$ cat src/rtl/div_pkg.sv
// Shared types and sizing for the iterative divider.
package div_pkg;

    localparam int unsigned DIV_W     = 32;
    localparam int unsigned DIV_CNT_W = $clog2(DIV_W + 1);

    typedef enum logic [1:0] {
        IDLE,
        RUN,
        FIN
    } div_state_t;

endpackage

$ cat src/rtl/div_step.sv
// One combinational restoring shift-subtract step of the divider.
module div_step
    import div_pkg::*;
#(
    parameter int unsigned WIDTH = DIV_W
) (
    input  logic [WIDTH-1:0] rem_in,
    input  logic [WIDTH-1:0] q_in,
    input  logic [WIDTH-1:0] divisor,
    output logic [WIDTH-1:0] rem_out,
    output logic [WIDTH-1:0] q_out
);

    logic [WIDTH:0]   rem_sh;
    logic [WIDTH-1:0] diff;
    logic             ge;

    assign rem_sh = {rem_in, q_in[WIDTH-1]};
    assign ge     = (rem_sh >= {1'b0, divisor});
    // When ge holds the true difference is below divisor, so the low bits are exact.
    assign diff   = rem_sh[WIDTH-1:0] - divisor;

    assign rem_out = ge ? diff : rem_sh[WIDTH-1:0];
    assign q_out   = {q_in[WIDTH-2:0], ge};

endmodule

$ cat src/rtl/divider.sv
// Multi-cycle restoring divider for DIV/DIVU (quotient -> LO, remainder -> HI).
// Optional DIV_ZERO_DETECT_EN adds an early-exit divide-by-zero path and the div_by_zero flag.
module divider
    import div_pkg::*;
#(
    parameter int unsigned WIDTH = DIV_W
) (
    input  logic             clk,
    input  logic             reset,
    input  logic             start,
    input  logic             is_signed,
    input  logic [WIDTH-1:0] dividend,
    input  logic [WIDTH-1:0] divisor,
    output logic [WIDTH-1:0] quotient,
    output logic [WIDTH-1:0] remainder,
    output logic             busy,
    output logic             done
`ifdef DIV_ZERO_DETECT_EN
    ,
    output logic             div_by_zero
`endif
);

    localparam int unsigned          CntW    = $clog2(WIDTH + 1);
    localparam logic [CntW-1:0]      LastCnt = CntW'(WIDTH);

    div_state_t       state_q, state_d;
    logic [CntW-1:0]  cnt_q, cnt_d;
    logic [WIDTH-1:0] rem_q, rem_d;
    logic [WIDTH-1:0] q_q, q_d;
    logic [WIDTH-1:0] dvsr_q, dvsr_d;
    logic             neg_q_q, neg_q_d;
    logic             neg_r_q, neg_r_d;
    logic [WIDTH-1:0] quotient_q, quotient_d;
    logic [WIDTH-1:0] remainder_q, remainder_d;
`ifdef DIV_ZERO_DETECT_EN
    logic             dbz_q, dbz_d;
`endif

    logic [WIDTH-1:0] dividend_mag, divisor_mag;
    logic [WIDTH-1:0] step_rem, step_q;

    // Magnitudes as unsigned WIDTH bits: |INT_MIN| stays INT_MIN, which is correct unsigned.
    assign dividend_mag = (is_signed && dividend[WIDTH-1]) ? -dividend : dividend;
    assign divisor_mag  = (is_signed && divisor[WIDTH-1])  ? -divisor  : divisor;

    div_step #(
        .WIDTH (WIDTH)
    ) u_step (
        .rem_in  (rem_q),
        .q_in    (q_q),
        .divisor (dvsr_q),
        .rem_out (step_rem),
        .q_out   (step_q)
    );

    always_comb begin
        state_d     = state_q;
        cnt_d       = cnt_q;
        rem_d       = rem_q;
        q_d         = q_q;
        dvsr_d      = dvsr_q;
        neg_q_d     = neg_q_q;
        neg_r_d     = neg_r_q;
        quotient_d  = quotient_q;
        remainder_d = remainder_q;
`ifdef DIV_ZERO_DETECT_EN
        dbz_d       = dbz_q;
`endif
        case (state_q)
            IDLE, FIN: begin
                state_d = IDLE;
                if (start) begin
                    state_d = RUN;
                    cnt_d   = '0;
                    rem_d   = '0;
                    q_d     = dividend_mag;
                    dvsr_d  = divisor_mag;
                    neg_q_d = is_signed && (dividend[WIDTH-1] ^ divisor[WIDTH-1]);
                    neg_r_d = is_signed && dividend[WIDTH-1];
`ifdef DIV_ZERO_DETECT_EN
                    dbz_d   = 1'b0;
                    if (divisor == '0) begin
                        state_d     = FIN;
                        quotient_d  = '1;
                        remainder_d = dividend;
                        dbz_d       = 1'b1;
                    end
`endif
                end
            end
            RUN: begin
                // Final RUN cycle applies sign correction to the finished magnitudes.
                if (cnt_q == LastCnt) begin
                    state_d     = FIN;
                    quotient_d  = neg_q_q ? -q_q : q_q;
                    remainder_d = neg_r_q ? -rem_q : rem_q;
                end else begin
                    rem_d = step_rem;
                    q_d   = step_q;
                    cnt_d = cnt_q + 1'b1;
                end
            end
            default: state_d = IDLE;
        endcase
    end

    always_ff @(posedge clk) begin
        if (reset) begin
            state_q     <= IDLE;
            cnt_q       <= '0;
            rem_q       <= '0;
            q_q         <= '0;
            dvsr_q      <= '0;
            neg_q_q     <= 1'b0;
            neg_r_q     <= 1'b0;
            quotient_q  <= '0;
            remainder_q <= '0;
`ifdef DIV_ZERO_DETECT_EN
            dbz_q       <= 1'b0;
`endif
        end else begin
            state_q     <= state_d;
            cnt_q       <= cnt_d;
            rem_q       <= rem_d;
            q_q         <= q_d;
            dvsr_q      <= dvsr_d;
            neg_q_q     <= neg_q_d;
            neg_r_q     <= neg_r_d;
            quotient_q  <= quotient_d;
            remainder_q <= remainder_d;
`ifdef DIV_ZERO_DETECT_EN
            dbz_q       <= dbz_d;
`endif
        end
    end

    assign quotient  = quotient_q;
    assign remainder = remainder_q;
    assign busy      = (state_q == RUN);
    assign done      = (state_q == FIN);
`ifdef DIV_ZERO_DETECT_EN
    assign div_by_zero = dbz_q;
`endif

endmodule

$ cat config.mk
export PLATFORM = sky130hd
export DESIGN_NAME = divider
export DESIGN_NICKNAME = d
export VERILOG_FILES = /design/src/rtl/div_pkg.sv /design/src/rtl/div_step.sv /design/src/rtl/divider.sv
export SDC_FILE = /design/constraint.sdc
export NUM_CORES = 1
export LEC_CHECK = 0
export ABC_AREA = 1
export ABC_CLOCK_PERIOD_IN_PS = 4000
export CORE_UTILIZATION = 52
export CTS_BUF_LIST = sky130_fd_sc_hd__clkbuf_4 sky130_fd_sc_hd__clkbuf_8
export DETAILED_ROUTE_END_ITERATION = 12
export DONT_BUFFER_PORTS = 1
export PLACE_DENSITY = 0.67
export SLEW_MARGIN = 25
export SYNTH_ARGS = -nofsm -noshare
export SYNTH_HDL_FRONTEND = slang
export SYNTH_SLANG_ARGS = --single-unit
$ cat constraint.sdc
create_clock -name clk -period 4 [get_ports clk]
set_clock_uncertainty 0.2 [all_clocks]
set_input_delay 0.8 -clock clk [delete_from_list [all_inputs] [get_ports clk]]
set_output_delay 0.8 -clock clk [all_outputs]
set_load 0.02 [all_outputs]
# After elaboration in Yosys (flattened, before gate mapping)
# Index checks and enable logic that the tools add are counted.
[word_totals] regBits=170 out_inout_bits=66
[classes] n_addsub=6 magnitude_cmp=1 eq_ne=6 mux=17 bitwise_logic=1 reduce_logical=9
[op_table] op="32-bit 2-to-1 mux" count=9
[op_table] op="32-bit negation" count=4
[op_table] op="32-bit one-hot mux with 2 select lines" count=2
[op_table] op="33-bit by 32-bit >= comparator with 1-bit output" count=1
[op_table] op="32-bit subtractor" count=1
[op_table] op="6-bit 2-to-1 mux" count=2
[op_table] op="6-bit one-hot mux with 2 select lines" count=1
[op_table] op="6-bit by 1-bit adder with 6-bit output, second input constant" count=1
[op_table] op="6-bit equality test, second input constant" count=1
[op_table] op="2-bit != test, second input constant" count=2
[op_table] op="2-bit one-hot mux with 2 select lines" count=1
[op_table] op="2-bit AND reduction" count=2
[op_table] op="1-bit logical AND" count=3
[op_table] op="3-bit AND reduction" count=1
[op_table] op="2-bit by 1-bit equality test with 1-bit output, second input constant" count=1
[op_table] op="2-bit equality test, second input constant" count=1
[op_table] op="2-bit zero test" count=1
[op_table] op="2-bit 2-to-1 mux" count=1
[op_table] op="2-bit by 1-bit != test with 1-bit output, second input constant" count=1
[op_table] op="2-bit nonzero test" count=1
[op_table] op="2-bit OR reduction" count=1
[op_table] op="1-bit 2-to-1 mux" count=1
[op_table] op="1-bit XOR" count=1

# Logic depth before layout (Yosys ltp)
[depth] depth_word=4 depth_mapped=17 mapped_depth_nobuf=16

# Hierarchy
# A second synthesis with hierarchy kept.
[unflattened] cells_unflattened=2310 hier_area_um2=13439.1
[modules_own_cells] mod="divider" instances=1 cells_per_inst=1628 area_each_um2=10012.1 seq_area_each_um2=3403.3
[modules_own_cells] mod="div_step" instances=1 cells_per_inst=682 area_each_um2=3427.0 seq_area_each_um2=0.0

# Worst setup path after synthesis
# OpenSTA, ideal clock, no wires.
[synth_path] path_type="input port to flip-flop" start="in divisor[0]" end="reg dvsr_q[14]" setup_time_ps=126 t_arrival_ps=2086 slack_ps=1589 path_stages=11 n_path_buf=0 path_cell_list="inv_1 ha_1 inv_1 nor3_2 nand3_2 nor2_2 nand2_1 o21ai_0 a21oi_1 o21ai_0 o21ai_0"
[synth_via] elab_chain_cells=2
[synth_lines] item="start: declaration" line_no="divider.sv:13" source="input logic [WIDTH-1:0] divisor,"
[synth_lines] item="32-bit negation" line_no="divider.sv:45" source="assign divisor_mag = (is_signed && divisor[WIDTH-1]) ? -divisor : divisor;"
[synth_lines] item="32-bit 2-to-1 mux" line_no="divider.sv:45"
[synth_lines] item="end signal: assignment" line_no="divider.sv:127" source="dvsr_q <= dvsr_d;"
[synth_lines] item="end: declaration" line_no="divider.sv:31" source="logic [WIDTH-1:0] dvsr_q, dvsr_d;"
# No other way between the ends.
# A chain may end at the register's enable or synchronous reset.

# Final worst setup path
[layout_path] start="reg rem_q[26]" end="reg rem_q[9]"
[layout_via] elab_chain_cells=4
[layout_lines] item="start: declaration" line_no="divider.sv:29" source="logic [WIDTH-1:0] rem_q, rem_d;"
[layout_lines] item="start signal: assignment" line_no="divider.sv:125" source="rem_q <= rem_d;"
[layout_lines] item="33-bit by 32-bit >= comparator with 1-bit output" line_no="div_step.sv:19" source="assign ge = (rem_sh >= {1'b0, divisor});"
[layout_lines] item="32-bit 2-to-1 mux" line_no="div_step.sv:23" source="assign rem_out = ge ? diff : rem_sh[WIDTH-1:0];"
[layout_lines] item="32-bit 2-to-1 mux" line_no="divider.sv:94" source="if (cnt_q == LastCnt) begin"
[layout_lines] item="32-bit one-hot mux with 2 select lines" line_no="divider.sv:70" source="case (state_q)"
# No other way between the ends. The select of a mux whose other input is x is not followed.

==> results.md <==
- Status: complete, no violations
- Post-CTS sizing: 0
- Achievable Freq: 0.339 GHz
- Cell variety after synth: 48
- First-pass GRT wire length: 64,500 um
- # rows: 56
- Final HPWL DP: 32,200 um
- Die W: 157 um
- Final Cycle Share: 73.8%
- Relative slew margins: 38.9%
- Post-synth top area cell: dfxtp_1
- Top_reg_cell synth: dfxtp_1
- Number of detailed-route iterations in the first pass: 6
- Vias in the first global route: 11,800
- Hold Buf Count CTS: 0
- Power density over the cells: 578 nW/um^2
- Worst VDD drop: 0.000273 V
- DR vias: 13,300
- Fin. Hold Viols: 0
- H-tree Lvls: 4
- Lkg Pwr: 0.00632 uW
- #FFs+latches synth: 170
- Least-Margin Pin Slew: 0.916 ns
- Nets: 2,156
- Layout cells sized above 1: 5.19%
- Clk slew on worst S/H paths: 0.11 ns
- Drt wl/cell: 17.6 um
- Initial antenna violation count: 0
- Worst Setup End Kind: flop
- DR DRC count: 0
- Hold WC Path Type: in -> reg
- Via/cell ratio: 5.58
- Detailed router's first-iteration violation count: 1,525
- Synth warn: 0
- Final antenna diode count: 0
- EDFF count, synth: 0
- WP data arrival: 3.16 ns
- Post-Syn Area per Cell: 5.99 sq um
- Count of buffers from port buffering: 0
- Final TNS setup: 0 ns
- Max Slew Vio Count: 0
- Worst-Skew Late Latency: 0.48 ns
- Async set-reset flop share out of synthesis: 0%
- Post-CTS Setup Inserts: 0
- Worst hold margin: 0.236 ns
- Clock Path Buffers: 2
- Setup crit start kind: flop
- RSZ-0062 raised after global routing: false
- Final WL: 41,800 um
- Total global-route track usage: 34.0%
- Top post-synthesis cells by area: dfxtp_1 (27%), nand2_1 (15%), inv_1 (9.6%)
- Max_cap viols: 0
- Mapped Cells: 2,090
- CTS tree: built
- CP Class: reg -> reg
- Final ANT Viol Nets: 0
- Sequential fraction of the synthesis area: 27.2%
- Post-synthesis cell area: 12,500 sq um
- Largest net degree at the start of global routing: 118
- Initial Utilization: 53.2%
- DIE AREA: 24,700 sq um
- Num CTS Buffers: 17
- Core ar.: 23,500 sq um
- Die H: 157 um
- Final Critical Period: 2.95 ns
- Total congestion overflow: 0
- Clock Root Buffer: clkbuf_8
- Top Ports: 134
- Maximum fanout along the worst path: 33
- CTS Sinks: 170
- Critical path required time: 4.21 ns
- Syn nets: 2,197
- Post-synth top area share: 27.2%
- Routability cong.: 0.993
- # setup viols final: 0
- Area grow syn2layout: 4.59%
## cells by family (layout without fill, tap and decap cells)
| family | Yosys count | in the layout | synth area share [%] |
|---|---|---|---|
| adders and majority gates | 39 | 39 | 3.96 |
| AOI/OAI and AO/OA | 383 | 383 | 16.7 |
| xor gates and xnor gates | 46 | 46 | 3.22 |
| buffers and inverters | 409 | 381 | 12.9 |
| and+or+nand+nor | 1043 | 1043 | 36.1 |
| DFF | 170 | 170 | 27.2 |
## worst paths after layout
check                              start               endpoint  slack, ns  cells after the start
setup / recovery  rem_q[26]$_SDFFE_PP0P_  rem_q[9]$_SDFFE_PP0P_       1.05                     12
setup reg to reg  rem_q[26]$_SDFFE_PP0P_  rem_q[9]$_SDFFE_PP0P_       1.05                     12
hold reg to reg    cnt_q[4]$_SDFFE_PP0P_  cnt_q[4]$_SDFFE_PP0P_       0.26                      1
hold / removal                     reset  rem_q[0]$_SDFFE_PP0P_       0.24                      1
## cell usage after synthesis, types with 3 or more instances
cell type  count
buf_6          7
a21o_1         3
o211ai_1      12
o31ai_1        6
o221ai_1       8
o32ai_1        3
nor4_1         8
clkinv_1       5
nor3_1        29
ha_1          38
xnor2_1       22
inv_1        321
nand3b_1      10
a31oi_1        8
nor2_2        12
inv_2         10
nor3_2         3
o21ai_0      154
buf_4          3
a21oi_2        5
nand2_1      510
buf_2         11
nand3_2        7
clkbuf_1      50
dfxtp_1      170
nor2_4         4
or2_2          5
nor2_1       219
nand3_1      187
xor2_1        24
a21oi_1      153
nand2_2        9
o22ai_1       21
nand4_1       32
## layer usage
metal | track usage, % | vias up | routed length, um
li1 | - | 6669 | -
met1 | 49.7 | 6017 | 20200
met2 | 50.1 | 551 | 16800
met3 | 6.19 | 40 | 3830
met4 | 10.1 | 0 | 970
met5 | 0 | - | 0
## placed cells by master (no fill, tap or decap), drive strengths merged
cell,count
o21a,2
nor2,235
a21o,3
clkinv,10
nand2,521
and2,2
clkinvlp,1
a221oi,1
o221ai,8
xnor2,22
nor3,33
xor2,24
o211ai,12
buf,13
clkbuf,19
o32ai,3
fa,1
nor3b,2
a21oi,158
o21bai,1
nor4,8
a31oi,8
o21ai,157
nand3,194
o22ai,21
o31ai,6
nand4,32
a2bb2oi,1
or2,6
nand3b,10
a211oi,2
dfxtp,170
inv,338
ha,38
## registers in the layout, indices dropped and copies added (netlist names)
| name | cells |
|---|---|
| dvsr_q | 32 |
| q_q | 32 |
| quotient | 32 |
| rem_q | 32 |
| remainder | 32 |
| cnt_q | 6 |
| state_q | 2 |
| neg_q_q | 1 |
| neg_r_q | 1 |
## per-stage QoR
| stage | total power, uW | area [sq um] | setup slack (ns) | util, % | std cells |
|---|---|---|---|---|---|
| final | 7570 | 13100 | 1.05 | 55.7 | 2381 |
| after CTS | 7460 | 13100 | 1.12 | 55.6 | 2381 |
| after global routing | 8150 | 13100 | 0.861 | 55.7 | 2381 |
| after floorplan | 5220 | 12500 | 1.59 | - | 2090 |
| after detailed placement | 6160 | 12700 | 0.940 | 53.9 | 2349 |
| after global placement | 6160 | 12700 | 0.992 | 53.9 | 2349 |
## report_power, final
part / switching, uW / internal, uW / total [uW]
logic: 2900 / 1340 / 4230
clock network: 795 / 507 / 1300
registers: 213 / 1820 / 2040
## cell type report
| type | count | area [sq um] |
|---|---|---|
| inverters | 336 | 1260 |
| repair buffers | 13 | 110 |
| clock buffers | 19 | 262 |
| well taps | 319 | 399 |
| clock inverters | 13 | 148 |
| multi-input cells | 1511 | 7520 |
| fillers | 2500 | 10400 |
| flip-flops and latches | 170 | 3400 |
## worst max-delay path, stage by stage (launching register included)
cell	delay (ns)
dfxtp_1	0.56
ha_1	0.38
nand2_1	0.15
inv_2	0.05
nand2_1	0.06
nand2_1	0.07
a21oi_1	0.16
nand2_1	0.10
nor2_4	0.40
nand2_4	0.30
nand2_1	0.19
nand3_1	0.09
a21oi_1	0.14
Note: power is estimated with default switching activity, not from simulation.
